`src/rtl/ctrl_seq.sv`:
```
// ctrl_seq -- microcode control sequencer for the 8-bit datapath.
//
// Holds a T-state step counter and a halt latch, and decodes
// {opcode, step, flags} into a 16-bit active-high control word that gates
// every register load, bus drive and counter enable of the datapath.
//
// Ports:
//   clk        system clock, all state changes on posedge
//   reset      synchronous, active-high; step<=0, halted<=0
//   step_en    1 = advance this cycle, 0 = freeze step and suppress control
//   opcode     current instruction opcode (IR upper nibble)
//   flag_c     registered carry flag (used by JC at T2 only)
//   flag_z     registered zero flag  (used by JZ at T2 only)
//   ctrl       control word: 15 HLT, 14 MI, 13 RI, 12 RO, 11 IO, 10 II,
//              9 AI, 8 AO, 7 EO, 6 SU, 5 BI, 4 OI, 3 CE, 2 CO, 1 J, 0 FI
//   step       current T-state (0..4)
//   halted     halt latched; cleared only by reset
//   instr_done high in the final step of an instruction when step_en=1
//
// ctrl is combinational from the registered step/halted and the current
// inputs, so the datapath loads on the same posedge that advances step.
module ctrl_seq #(
  parameter int OP_W   = 4,
  parameter int STEP_W = 3
) (
  input  logic              clk,
  input  logic              reset,
  input  logic              step_en,
  input  logic [OP_W-1:0]   opcode,
  input  logic              flag_c,
  input  logic              flag_z,
  output logic [15:0]       ctrl,
  output logic [STEP_W-1:0] step,
  output logic              halted,
  output logic              instr_done
);

  // Control word bits.
  localparam logic [15:0] C_HLT = 16'h8000;
  localparam logic [15:0] C_MI  = 16'h4000;
  localparam logic [15:0] C_RI  = 16'h2000;
  localparam logic [15:0] C_RO  = 16'h1000;
  localparam logic [15:0] C_IO  = 16'h0800;
  localparam logic [15:0] C_II  = 16'h0400;
  localparam logic [15:0] C_AI  = 16'h0200;
  localparam logic [15:0] C_AO  = 16'h0100;
  localparam logic [15:0] C_EO  = 16'h0080;
  localparam logic [15:0] C_SU  = 16'h0040;
  localparam logic [15:0] C_BI  = 16'h0020;
  localparam logic [15:0] C_OI  = 16'h0010;
  localparam logic [15:0] C_CE  = 16'h0008;
  localparam logic [15:0] C_CO  = 16'h0004;
  localparam logic [15:0] C_J   = 16'h0002;
  localparam logic [15:0] C_FI  = 16'h0001;

  // Opcodes. 9..13 are undefined and fall into the decode defaults (NOP).
  localparam logic [OP_W-1:0] OP_LDA = OP_W'(1);
  localparam logic [OP_W-1:0] OP_ADD = OP_W'(2);
  localparam logic [OP_W-1:0] OP_SUB = OP_W'(3);
  localparam logic [OP_W-1:0] OP_STA = OP_W'(4);
  localparam logic [OP_W-1:0] OP_LDI = OP_W'(5);
  localparam logic [OP_W-1:0] OP_JMP = OP_W'(6);
  localparam logic [OP_W-1:0] OP_JC  = OP_W'(7);
  localparam logic [OP_W-1:0] OP_JZ  = OP_W'(8);
  localparam logic [OP_W-1:0] OP_OUT = OP_W'(14);
  localparam logic [OP_W-1:0] OP_HLT = OP_W'(15);

  localparam logic [STEP_W-1:0] STEP_T0  = STEP_W'(0);
  localparam logic [STEP_W-1:0] STEP_T1  = STEP_W'(1);
  localparam logic [STEP_W-1:0] STEP_T2  = STEP_W'(2);
  localparam logic [STEP_W-1:0] STEP_T3  = STEP_W'(3);
  localparam logic [STEP_W-1:0] STEP_T4  = STEP_W'(4);

  logic [STEP_W-1:0] step_q, step_d;
  logic              halted_q, halted_d;

  // Microcode decode of the current step. dec_last marks the final step of
  // the instruction; dec_hlt marks HLT at T2. A step past the end of the
  // current opcode (only reachable if the IR changed mid-instruction) emits
  // nothing and ends the instruction so the sequencer re-enters fetch.
  logic [15:0] dec_ctrl;
  logic        dec_last;
  logic        dec_hlt;

  always_comb begin
    dec_ctrl = 16'h0000;
    dec_last = 1'b0;
    dec_hlt  = 1'b0;
    case (step_q)
      STEP_T0: dec_ctrl = C_CO | C_MI;
      STEP_T1: dec_ctrl = C_RO | C_II | C_CE;
      STEP_T2: begin
        dec_last = 1'b1;
        case (opcode)
          OP_LDA, OP_ADD, OP_SUB, OP_STA: begin
            dec_ctrl = C_IO | C_MI;
            dec_last = 1'b0;
          end
          OP_LDI:  dec_ctrl = C_IO | C_AI;
          OP_JMP:  dec_ctrl = C_IO | C_J;
          OP_JC:   dec_ctrl = flag_c ? (C_IO | C_J) : 16'h0000;
          OP_JZ:   dec_ctrl = flag_z ? (C_IO | C_J) : 16'h0000;
          OP_OUT:  dec_ctrl = C_AO | C_OI;
          OP_HLT: begin
            dec_ctrl = C_HLT;
            dec_hlt  = 1'b1;
          end
          default: dec_ctrl = 16'h0000;
        endcase
      end
      STEP_T3: begin
        dec_last = 1'b1;
        case (opcode)
          OP_LDA:  dec_ctrl = C_RO | C_AI;
          OP_ADD, OP_SUB: begin
            dec_ctrl = C_RO | C_BI;
            dec_last = 1'b0;
          end
          OP_STA:  dec_ctrl = C_AO | C_RI;
          default: dec_ctrl = 16'h0000;
        endcase
      end
      STEP_T4: begin
        dec_last = 1'b1;
        case (opcode)
          OP_ADD:  dec_ctrl = C_EO | C_AI | C_FI;
          OP_SUB:  dec_ctrl = C_EO | C_AI | C_SU | C_FI;
          default: dec_ctrl = 16'h0000;
        endcase
      end
      default: dec_ctrl = 16'h0000;
    endcase
  end

  // Next-state and output gating. Priority: reset, halt, illegal step,
  // step_en. HLT does not wrap step to 0, so it does not raise instr_done;
  // the instruction ends by latching halt instead.
  always_comb begin
    step_d     = step_q;
    halted_d   = halted_q;
    ctrl       = 16'h0000;
    instr_done = 1'b0;
    if (!reset) begin
      if (halted_q) begin
        ctrl = C_HLT;
      end else if (step_q > STEP_T4) begin
        step_d = STEP_T0;
      end else if (step_en) begin
        ctrl = dec_ctrl;
        if (dec_hlt) begin
          halted_d = 1'b1;
        end else if (dec_last) begin
          step_d     = STEP_T0;
          instr_done = 1'b1;
        end else begin
          step_d = step_q + STEP_W'(1);
        end
      end
    end
  end

  always_ff @(posedge clk) begin
    if (reset) begin
      step_q   <= STEP_T0;
      halted_q <= 1'b0;
    end else begin
      step_q   <= step_d;
      halted_q <= halted_d;
    end
  end

  assign step   = step_q;
  assign halted = halted_q;

endmodule

```
`config.mk`:
```
export PLATFORM = sky130hd
export DESIGN_NAME = ctrl_seq
export DESIGN_NICKNAME = d
export VERILOG_FILES = /design/src/rtl/ctrl_seq.sv
export SDC_FILE = /design/constraint.sdc
export NUM_CORES = 1
export LEC_CHECK = 0
export BUFFER_PORTS_ARGS = -buffer_cell sky130_fd_sc_hd__buf_2
export CAP_MARGIN = 10
export CORE_UTILIZATION = 45
export CTS_CLUSTER_SIZE = 28
export DETAILED_ROUTE_END_ITERATION = 10
export GPL_TIMING_DRIVEN = 0
export HOLD_SLACK_MARGIN = 0.03
export PLACE_DENSITY = 0.77
export SYNTH_ARGS = -nofsm -noshare
export SYNTH_HDL_FRONTEND = slang
export SYNTH_SLANG_ARGS = --single-unit
```
`constraint.sdc`:
```
create_clock -name clk -period 2.25 [get_ports clk]
set_input_delay 0.225 -clock clk [delete_from_list [all_inputs] [get_ports clk]]
set_output_delay 0.225 -clock clk [all_outputs]
set_load 0.1 [all_outputs]
```
# --- Word level (Yosys, flattened, before mapping) ---
# Index checks and enable logic that the tools add are counted.
classes:
  addsub: 1
  n_bitwise: 1
  n_eq_ne: 15
  mux: 29
  n_lt_le_gt_ge: 1
  reduce_logical: 5
op_table:
  columns: ["op", "count"]
  rows:
  - ["16-bit one-hot mux with 7 select lines", 1]
  - ["16-bit one-hot mux with 5 select lines", 1]
  - ["16-bit two-way mux", 4]
  - ["14-bit one-hot mux with 3 select lines", 1]
  - ["12-bit two-way mux", 2]
  - ["10-bit one-hot mux with 2 select lines", 1]
  - ["4-bit by 3-bit == test with 1-bit output (second input constant)", 4]
  - ["1-bit two-way mux", 14]
  - ["4-bit == test (second input constant)", 3]
  - ["3-bit two-way mux", 4]
  - ["4-bit by 2-bit == test with 1-bit output (second input constant)", 2]
  - ["3-bit by 2-bit == test with 1-bit output (second input constant)", 2]
  - ["4-bit by 1-bit == test with 1-bit output (second input constant)", 1]
  - ["4-bit OR reduction", 1]
  - ["3-bit by 1-bit adder with 3-bit output (second input constant)", 1]
  - ["3-bit by 1-bit == test with 1-bit output (second input constant)", 1]
  - ["3-bit == test (second input constant)", 1]
  - ["3-bit > comparator (second input constant)", 1]
  - ["3-bit zero test", 1]
  - ["1-bit one-hot mux with 3 select lines", 1]
  - ["3-bit AND reduction", 1]
  - ["2-bit by 1-bit inequality test with 1-bit output (second input constant)", 1]
  - ["2-bit nonzero test", 1]
  - ["2-bit OR reduction", 1]
  - ["1-bit NOT", 1]
totals:
  regBits: 4

# --- Logic depth before layout (Yosys ltp) ---
# Gate-level depths: netlist (run 1).
depth:
  word_depth: 10
  ltp_mapped: 6

# --- Least setup slack after synthesis (run 1) ---
# OpenSTA, ideal clock, no wires.
synth_path:
  path_type: "reg2out"
  from: "reg step_q[0], in the netlist step[0]"
  to: "out instr_done"
  t_required_ns: 2.025
  arrival_ns: 3.927
  path_stages_with_launch: 6
  slack_ns: -1.902
  n_path_buf: 0
  cell_sequence: "dfxtp_1 -> inv_1 -> ha_1 -> nor2b_1 -> and2_1 -> nor3_1"
synth_via:
  elab_chain_len: 8
  elab_cells_between_ends: 12
synth_lines:
  columns: ["element", "line", "text"]
  rows:
  - ["start: declaration", "74", "logic [STEP_W-1:0] step_q, step_d;"]
  - ["start signal: assignment", "167", "step_q <= step_d;"]
  - ["3-bit == test / 3-bit by 2-bit == test with 1-bit output (equally long branches)", "89", "case (step_q)"]
  - ["1-bit one-hot mux with 3 select lines", "89", null]
  - ["1-bit two-way mux", "152", "end else if (dec_last) begin"]
  - ["1-bit two-way mux", "150", "if (dec_hlt) begin"]
  - ["1-bit two-way mux", "148", "end else if (step_en) begin"]
  - ["1-bit two-way mux (*)", "146", "end else if (step_q > STEP_T4) begin"]
  - ["1-bit two-way mux (*)", "144", "if (halted_q) begin"]
  - ["1-bit two-way mux (*)", "143", "if (!reset) begin"]
  - ["end: declaration", "35", "output logic instr_done"]
# Every way passes the cells marked *; elsewhere a longest branch is shown, timed or not.

# --- Worst setup path after layout (run 1) ---
layout_path:
  from: "reg step_q[2], in the netlist step[2]"
  to: "out instr_done"
# Same word-level chain as after synthesis.

==> impl_metrics.tcl, run 1 <==
set metrics [dict create \
    grtUsageTotal_pct 20.0 \
    cts_setup_buffers 0 \
    cp_max_fo 8 \
    crit_end "instr_done" \
    ir_drop_mv 0.439 \
    final_util_pct 73.3 \
    overflow 0 \
    powerDensity_nw_per_um2 398 \
    skew_ns 0.00709 \
    syn_area_sq_um 656 \
    r2r_setup_slack_ns 0.55 \
    maxCapViolCount 0 \
    final_cell_mix "21 x buf_2, 8 x nor2_1, 8 x nand2_1, 7 x buf_4" \
    port_buffers 27 \
    synth.distinct_cells 34 \
    numCtsBuffers 3 \
    setup_ws_ns 0.0834 \
    place_area_sq_um 920 \
    use_met3_pct 0 \
    num_vias 750 \
    dp_slack_ns -0.0314 \
    dp.cells 131 \
    setup_violations 0 \
    r2r_start "step[0]" \
    drt_iter0_drc 11 \
    cp_data_required_time_ns 2.03 \
    die_y_microns 40.2 \
    grt_start_max_net_pins 11 \
    design_area_sq_um 977 \
    num_rows 13 \
    busiest_layer "met2" \
    dp_hpwl_microns 1350 \
    worstPathArrival_ns 1.94 \
    whs_path_depth 2 \
    syn2layout_area_growth_pct 49.0 \
    die_area_sq_um 1610 \
    cts.path.max_buffers 2 \
    cts_htree_levels 1 \
    grt_use_met2_pct 37.9 \
    synth_nets 103 \
    reg2reg_depth 6 \
    drt_pass1_iterations 4 \
    drcViolationCount 0 \
    rsz0062_at_grt "no" \
    yosysSeqAreaShare_pct 12.2 \
    grt_pass1_wl_microns 2260 \
    crit_path_start_kind "flop" \
    drive_above_1_share_pct 58.3 \
    antenna_found_initial 0 \
    fin_crit_sh_pct 96.3 \
    worst_pin_slew_ns 0.490 \
    worstSkewPairLatency_ns 0.23 \
    clkSinkCount 4 \
    ant_nets 0 \
    nNetsFinal 135 \
    crit_start "step[2]" \
    core_sq_um 1330 \
    hold_path.class "in2reg" \
    worstSetupPathType "reg2out" \
    finalSetupTns_ns 0 \
    grt_pass1_vias 567 \
    met1_usage_pct 24.8 \
    cts_root_buf "clkbuf_4" \
    layout_min_cycle_time_ns 2.17 \
    p_leak_uw 0.000420 \
    initial_core_util_pct 49.2 \
    synthCells 89 \
    ioPinCount 30 \
    wl_per_cell_microns 12.0 \
    ys_seq_elements 4 \
    final_common_cell "buf_2" \
    routed_via_density 5.56 \
    hold_buffers 0 \
    hold_viol_final 0 \
    reg2reg_to "step[2]" \
    end_kind "output port" \
    n_antenna_cell 0 \
    syn_area_per_cell_sq_um 7.37 \
    place.gp.congestion 0.720 \
    instances_no_fill 135 \
    yosysWarnings 0 \
    chipWidth_microns 40.2 \
    slew_violations 0 \
    routed_wl_microns 1620 \
    clkTransAtPathRegs_ns 0.03 \
    tritoncts "built" \
    status "complete, no violations" \
    relSlewSlack_pct 67.1 \
    max_freq_mhz 462 \
]
-- metrics by stage --
step	power, uW	hold slack (ns)
global route	412	0.310
detailed placement	292	0.508
global placement	287	0.502
finish	389	0.299
CTS	390	0.304
floorplan	256	0.290
-- area by class of cell --
cell class                 instances  area [sq um]
buffer                             5          45.0
clock buffer                       4          26.3
fill                             106           357
inverter                           7          28.8
multi-input combinational         73           616
sequential                         4          92.6
tap                               15          18.8
timing repair buffer              27           150
-- synthesized netlist by cell type, drive strengths merged --
cell | count | share of area (%)
dfxtp | 4 | 12
and2 | 3 | 2.9
or3b | 1 | 1.3
and3 | 3 | 2.9
o211a | 1 | 1.5
a21oi | 6 | 4.6
o21ai | 4 | 3.6
nor2b | 1 | 0.95
nor2 | 13 | 8.6
o32ai | 2 | 2.7
or2 | 2 | 2.3
nand2b | 3 | 3.2
nor3 | 5 | 3.8
nand3 | 3 | 2.3
o2111ai | 1 | 2.3
nand4 | 2 | 1.9
nand2 | 8 | 4.6
mux2 | 1 | 1.7
o22ai | 2 | 2.9
a2111oi | 1 | 2.3
and4 | 1 | 1.7
buf | 5 | 6.9
inv | 7 | 4.0
ha | 5 | 9.5
or2b | 2 | 2.3
a221oi | 1 | 4.0
or4b | 1 | 2.1
or3 | 1 | 0.95
-- worst max-delay path: stages (launching register included) --
cell     delay, ns
dfxtp_4       0.37
inv_1         0.17
ha_1          0.30
nand2_1       0.13
o211a_1       0.16
nor3_4        0.15
buf_2         0.44
-- logic make-up after synthesis --
group,count (synthesis),share of synthesized area [%]
simple gates,49,41.8
mux,1,1.72
flops,4,12.2
compound gates,18,23.9
buf+inv,12,10.9
fa+ha+maj,5,9.54
-- registers in the layout, summed over array words and instances (netlist names) --
signal and cells:
step 3, halted 1
-- where the power goes --
part | leakage, uW | switching [uW] | internal, uW
registers | 0.0000353 | 7.72 | 75.3
clock network | 0.0000150 | 26.4 | 66.3
logic | 0.000369 | 151 | 61.6
total | 0.000420 | 185 | 203
-- routing by layer --
layer	vias up	wire length [microns]
met3	0	57
met5	-	0
li1	383	-
met4	0	0
met2	23	862
met1	344	701
-- what timing repair did --
item / 4_1_cts / 5_1_grt
resized for setup: 7 / 4
endpoints found under the setup margin: 6 / 6
gates cloned: 0 / 0
-- worst min path at each step --
| stage | from | to | slack (ns) |
|---|---|---|---|
| after floorplan | reset | halted | 0.29 |
| after global placement | step[0] | step[0] | 0.50 |
| after detailed placement | step[0] | step[0] | 0.51 |
| after CTS | reset | halted | 0.30 |
| after global routing | reset | halted | 0.31 |
| final | reset | halted | 0.30 |
(Power assumes the default switching activity.)
==> inputs of run 2 (changes only) <==
--- a/config.mk
+++ b/config.mk
@@ -14,2 +14,3 @@
 export HOLD_SLACK_MARGIN = 0.03
+export MAX_ROUTING_LAYER = met4
 export PLACE_DENSITY = 0.77
==> constraint.sdc (replaced) <==
create_clock -name clk -period 2.25 [get_ports clk]
set_input_delay 0.45 -clock clk [delete_from_list [all_inputs] [get_ports clk]]
set_output_delay 0.45 -clock clk [all_outputs]
set_load 0.1 [all_outputs]
==> run 2 against run 1 <==
Against the previous run:
- count of clock-buffer cells in the layout is the same
- combinational power grew 20%
- clock skew shrank 0.0014 ns
- die area is the same
- design area grew 30%
- global-route usage grew 4.9 points
- routed wire length grew 34%
- worst hold slack gained 0.10 ns
- critical endpoint is now ctrl[9]
- non-clock buffer count grew 4
- flip-flop and latch count is the same
- worst setup slack lost 0.065 ns
==> impl_metrics.tcl, run 2 (same netlist as run 1, synthesis figures left out) <==
set metrics [dict create \
    worstSkewPairLatency_ns 0.23 \
    cp_data_required_time_ns 1.80 \
    end_kind "output port" \
    chipWidth_microns 40.2 \
    die_y_microns 40.2 \
    routed_via_density 5.82 \
    crit_slowest_cell "dfxtp_4" \
    r2r_start "step[1]" \
    cts_htree_levels 1 \
    final_common_cell "buf_2" \
    die_area_sq_um 1610 \
    reg2reg_depth 6 \
    worst_pin_slew_ns 0.504 \
    finalSetupTns_ns 0 \
    top_register "step" \
    place.gp.congestion 0.790 \
    setup_ws_ns 0.0189 \
    grt_pass1_vias 646 \
    n_antenna_cell 0 \
    drt_iter0_drc 23 \
    clkSinkCount 4 \
    ioPinCount 30 \
    power_frac_comb_pct 58.4 \
    clkTransAtPathRegs_ns 0.04 \
    initial_core_util_pct 49.2 \
    drcViolationCount 0 \
    num_rows 13 \
    seqPwrFrac_pct 19.4 \
    drt_pass1_iterations 4 \
    instances_no_fill 139 \
    cts.path.max_buffers 2 \
    p_leak_uw 0.000475 \
    num_vias 809 \
    reg2reg_to "step[1]" \
    hold_viol_final 0 \
    routed_wl_microns 2170 \
    grtUsageTotal_pct 25.0 \
    place_area_sq_um 968 \
    antenna_found_initial 0 \
    hold_buffers 0 \
    port_buffers 27 \
    numCtsBuffers 3 \
    p_int_uw 229 \
    ant_nets 0 \
    grt_start_max_net_pins 11 \
    relSlewSlack_pct 66.6 \
    worstSetupPathType "reg2out" \
    grt_pass1_wl_microns 2610 \
    crit_start "step[0]" \
    maxCapViolCount 0 \
    critical-path-max-stage-delay_ns 0.36 \
    crit_end "ctrl[9]" \
    core_sq_um 1330 \
    tritoncts "built" \
    final_cell_mix "10 x buf_2, 8 x nand2_1" \
    ir_drop_mv 0.382 \
    design_area_sq_um 1270 \
    overflow 0 \
    drive_above_1_share_pct 66.9 \
    crit_chain "ha_4 > ha_2 > nor3_1 > nor2_1 > o21ai_2 > a21oi_4 > buf_12" \
    worstPathArrival_ns 1.78 \
    status "complete, no violations" \
    slew_violations 0 \
    p_switching_uw 209 \
    nNetsFinal 139 \
    layout_min_cycle_time_ns 2.23 \
    powerDensity_nw_per_um2 346 \
    dp_hpwl_microns 1270 \
    reg.largest.list "step x3, halted x1" \
    cts_root_buf "clkbuf_4" \
    power.clock.fraction_pct 22.2 \
    wl_per_cell_microns 15.6 \
    skew_ns 0.00571 \
    whs_path_depth 2 \
    hold_path.class "in2reg" \
    cp_max_fo 6 \
    syn2layout_area_growth_pct 93.3 \
    rsz0062_at_grt "yes" \
    setup_violations 0 \
    r2r_setup_slack_ns 0.51 \
    swShare_pct 47.7 \
    largest_reg_flops 3 \
    crit_path_start_kind "flop" \
    dp.cells 131 \
    max_freq_mhz 448 \
    fin_crit_sh_pct 99.2 \
    dp_slack_ns -0.304 \
]
==> run 2: per-layer routing <==
layer,track usage [%],vias up,routed length [microns]
met5,-,-,0
met4,11.7,0,62
met3,3.89,8,83
met2,45.2,38,1210
met1,26.2,379,810
li1,-,384,-
==> run 2: power by group through the flow <==
| stage | clock [uW] | sequential [uW] | combinational, uW |
|---|---|---|---|
| finish | 97.3 | 84.9 | 256 |
| global route | 102 | 85.8 | 268 |
| CTS | 101 | 84.9 | 221 |
| detailed placement | 0 | 85.9 | 208 |
| global placement | 0 | 85.6 | 207 |
| floorplan | 0 | 116 | 144 |
==> run 2: cell type report <==
cell class                      count  area (sq um)
Buffer                              5          52.6
Clock buffer                        4          26.3
Fill cell                          38          66.3
Inverter                            7          28.8
Multi-Input combinational cell     73           704
Sequential cell                     4          92.6
Tap cell                           15          18.8
Timing Repair Buffer               31           344
==> run 2: worst min-delay path by stage <==
stage / endpoint / startpoint
2_1_floorplan: halted / reset
3_3_place_gp: step[0] / step[0]
6_report: halted / reset
4_1_cts: halted / reset
5_1_grt: halted / reset
3_5_place_dp: step[0] / step[0]
==> run 2: timing repair <==
action                                  CTS  global route
gates resized for setup                  32            35
endpoints found under the setup margin   14            15
pin swaps                                 4             9
setup buffers                             1             3
==> run 2: worst max-delay path, delay by kind of cell (launching register included) <==
family / cells / cell delay (ns)
AND/OR/NAND/NOR: 2 / 0.31
flip-flops: 1 / 0.36
AO/OA/AOI/OAI: 2 / 0.33
buffers and inverters: 1 / 0.17
adder cells (fa/ha/maj): 2 / 0.37
==> run 2: through the flow <==
| step | total power (uW) | hold slack, ns | util (%) |
|---|---|---|---|
| floorplan | 260 | 0.515 | - |
| global placement | 292 | 0.510 | 72.6 |
| global route | 456 | 0.401 | 95.0 |
| CTS | 406 | 0.512 | 83.8 |
| detailed placement | 294 | 0.512 | 72.6 |
| finish | 438 | 0.403 | 95.0 |
==> inputs of run 3 (changes only) <==
Settings changed: CELL_PAD_IN_SITES_DETAIL_PLACEMENT set to 1, CELL_PAD_IN_SITES_GLOBAL_PLACEMENT set to 2, CORE_UTILIZATION 45 to 24, PLACE_DENSITY 0.77 to unset, PLACE_DENSITY_LB_ADDON set to 0.1.
==> run 3 against run 2 <==
Against the previous run:
- the flow now finishes with violations (setup timing)
- clock power up 7%
- cell count up 12%
- critical path type is now in2out
- count of clock-buffer cells in the layout unchanged
- first-iteration DRC count down 65%
- combinational power down 4%
- highest routed layer unchanged
- core utilization down 46 points
- largest power group unchanged
==> impl_metrics.tcl, run 3 (same netlist as run 1, synthesis figures left out) <==
set metrics [dict create \
    place.gp.congestion 0.749 \
    overflow 0 \
    dp.cells 146 \
    setup_violations 1 \
    num_rows 18 \
    drcViolationCount 0 \
    ir_drop_mv 0.257 \
    design_area_sq_um 1230 \
    layout_min_cycle_time_ns 2.26 \
    grt_pass1_vias 744 \
    final_common_cell "buf_2" \
    die_y_microns 54.3 \
    p_leak_uw 0.000471 \
    setup_ws_ns -0.00600 \
    hold_viol_final 0 \
    grtUsageTotal_pct 16.7 \
    largest_reg_flops 3 \
    slew_violations 0 \
    core_sq_um 2520 \
    max_freq_mhz 443 \
    worstSkewPairLatency_ns 0.24 \
    whs_path_depth 3 \
    relSlewSlack_pct 67.9 \
    r2r_setup_slack_ns 0.53 \
    die_area_sq_um 2940 \
    reg.largest.list "step x3, halted x1" \
    powerDensity_nw_per_um2 352 \
    final_cell_mix "12 x buf_2, 9 x buf_4, 8 x nor2_1, 8 x nand2_1, 7 x buf_6" \
    p_int_uw 223 \
    instances_no_fill 155 \
    tritoncts "built" \
    min_from "step_en" \
    worst_pin_slew_ns 0.485 \
    crit_path_start_kind "input port" \
    hold_path.class "in2reg" \
    power.clock.fraction_pct 24.0 \
    clkSinkCount 4 \
    chipWidth_microns 54.3 \
    nNetsFinal 140 \
    r2r_start "step[0]" \
    drt_iter0_drc 8 \
    crit_start "opcode[0]" \
    num_vias 776 \
    worstSetupPathType "in2out" \
    drt_pass1_iterations 4 \
    power_frac_comb_pct 56.5 \
    dp_hpwl_microns 1650 \
    place_area_sq_um 987 \
    top_register "step" \
    routed_via_density 5.01 \
    cp_data_required_time_ns 1.80 \
    reg2reg_to "step[0]" \
    wl_per_cell_microns 14.3 \
    skew_ns 0.00638 \
    cts.path.max_buffers 2 \
    p_switching_uw 211 \
    n_antenna_cell 0 \
    reg2reg_depth 7 \
    dp_slack_ns -0.282 \
    grt_start_max_net_pins 11 \
    end_kind "output port" \
    syn2layout_area_growth_pct 88.4 \
    grt_pass1_wl_microns 3420 \
    ioPinCount 30 \
    fin_crit_sh_pct 100 \
    cts_root_buf "clkbuf_4" \
    port_buffers 27 \
    seqPwrFrac_pct 19.5 \
    swShare_pct 48.6 \
    min_delay_worst_endpoint "halted" \
    ant_nets 0 \
    cts_htree_levels 1 \
    final_util_pct 49.0 \
    status "finished, violations left" \
    cp_max_fo 9 \
    antenna_found_initial 0 \
    rsz0062_at_grt "yes" \
    routed_wl_microns 2220 \
    initial_core_util_pct 26.0 \
    numCtsBuffers 3 \
    violations "setup timing" \
    maxCapViolCount 0 \
    worstPathArrival_ns 1.81 \
    drive_above_1_share_pct 66.4 \
    clkTransAtPathRegs_ns 0.04 \
]
[run 3: layer usage]
metal | vias up | GRT usage, % | wire length [microns] | part of all wire (%)
li1 | 385 | - | - | -
met2 | 23 | 26.8 | 1080 | 49
met1 | 364 | 21.9 | 1040 | 47
met5 | - | - | 0 | 0
met3 | 4 | 1.67 | 72 | 3.2
met4 | 0 | 5.13 | 29 | 1.3
[run 3: through the flow]
step | power [uW] | setup TNS [ns] | hold slack (ns)
5_1_grt | 459 | -0.216 | 0.523
6_report | 434 | -0.00600 | 0.487
2_1_floorplan | 260 | -1.21 | 0.515
4_1_cts | 427 | 0 | 0.520
3_3_place_gp | 297 | -2.47 | 0.510
3_5_place_dp | 301 | -2.40 | 0.540
[run 3: timing repair]
item | 4_1_cts | 5_1_grt
pin swaps | 5 | 3
endpoints found under the setup margin | 15 | 14
hold buffers | 0 | 0
gates resized for setup | 40 | 9
setup buffers | 2 | 3
[run 3: power groups by stage]
stage	registers (uW)	clock network, uW	logic [uW]
after floorplan	116	0	144
after global placement	85.6	0	212
after detailed placement	87.1	0	214
after CTS	85.7	109	233
after global routing	86.1	113	261
final	84.7	104	245
[run 3: critical path, stage by stage]
cell and delay, ns:
buf_2 0.16, or4b_4 0.56, o21ai_2 0.13, a21oi_1 0.15, nor3_4 0.17, buf_12 0.20
[run 3: worst max-delay path by stage]
| stage | end | slack, ns | cells past startpoint |
|---|---|---|---|
| after floorplan | ctrl[6] | -0.42 | 5 |
| after global placement | ctrl[11] | -0.29 | 5 |
| after detailed placement | ctrl[11] | -0.28 | 5 |
| after CTS | ctrl[13] | 0.0009 | 6 |
| after global routing | ctrl[11] | -0.06 | 6 |
| final | ctrl[14] | -0.006 | 6 |
[run 3: area by class of cell]
cell class	instances	area [sq um]
Fill cell	296	1290
Multi-Input combinational cell	73	703
Timing Repair Buffer	32	297
Sequential cell	4	92.6
Buffer	5	52.6
Tap cell	30	37.5
Clock buffer	4	26.3
Inverter	7	26.3
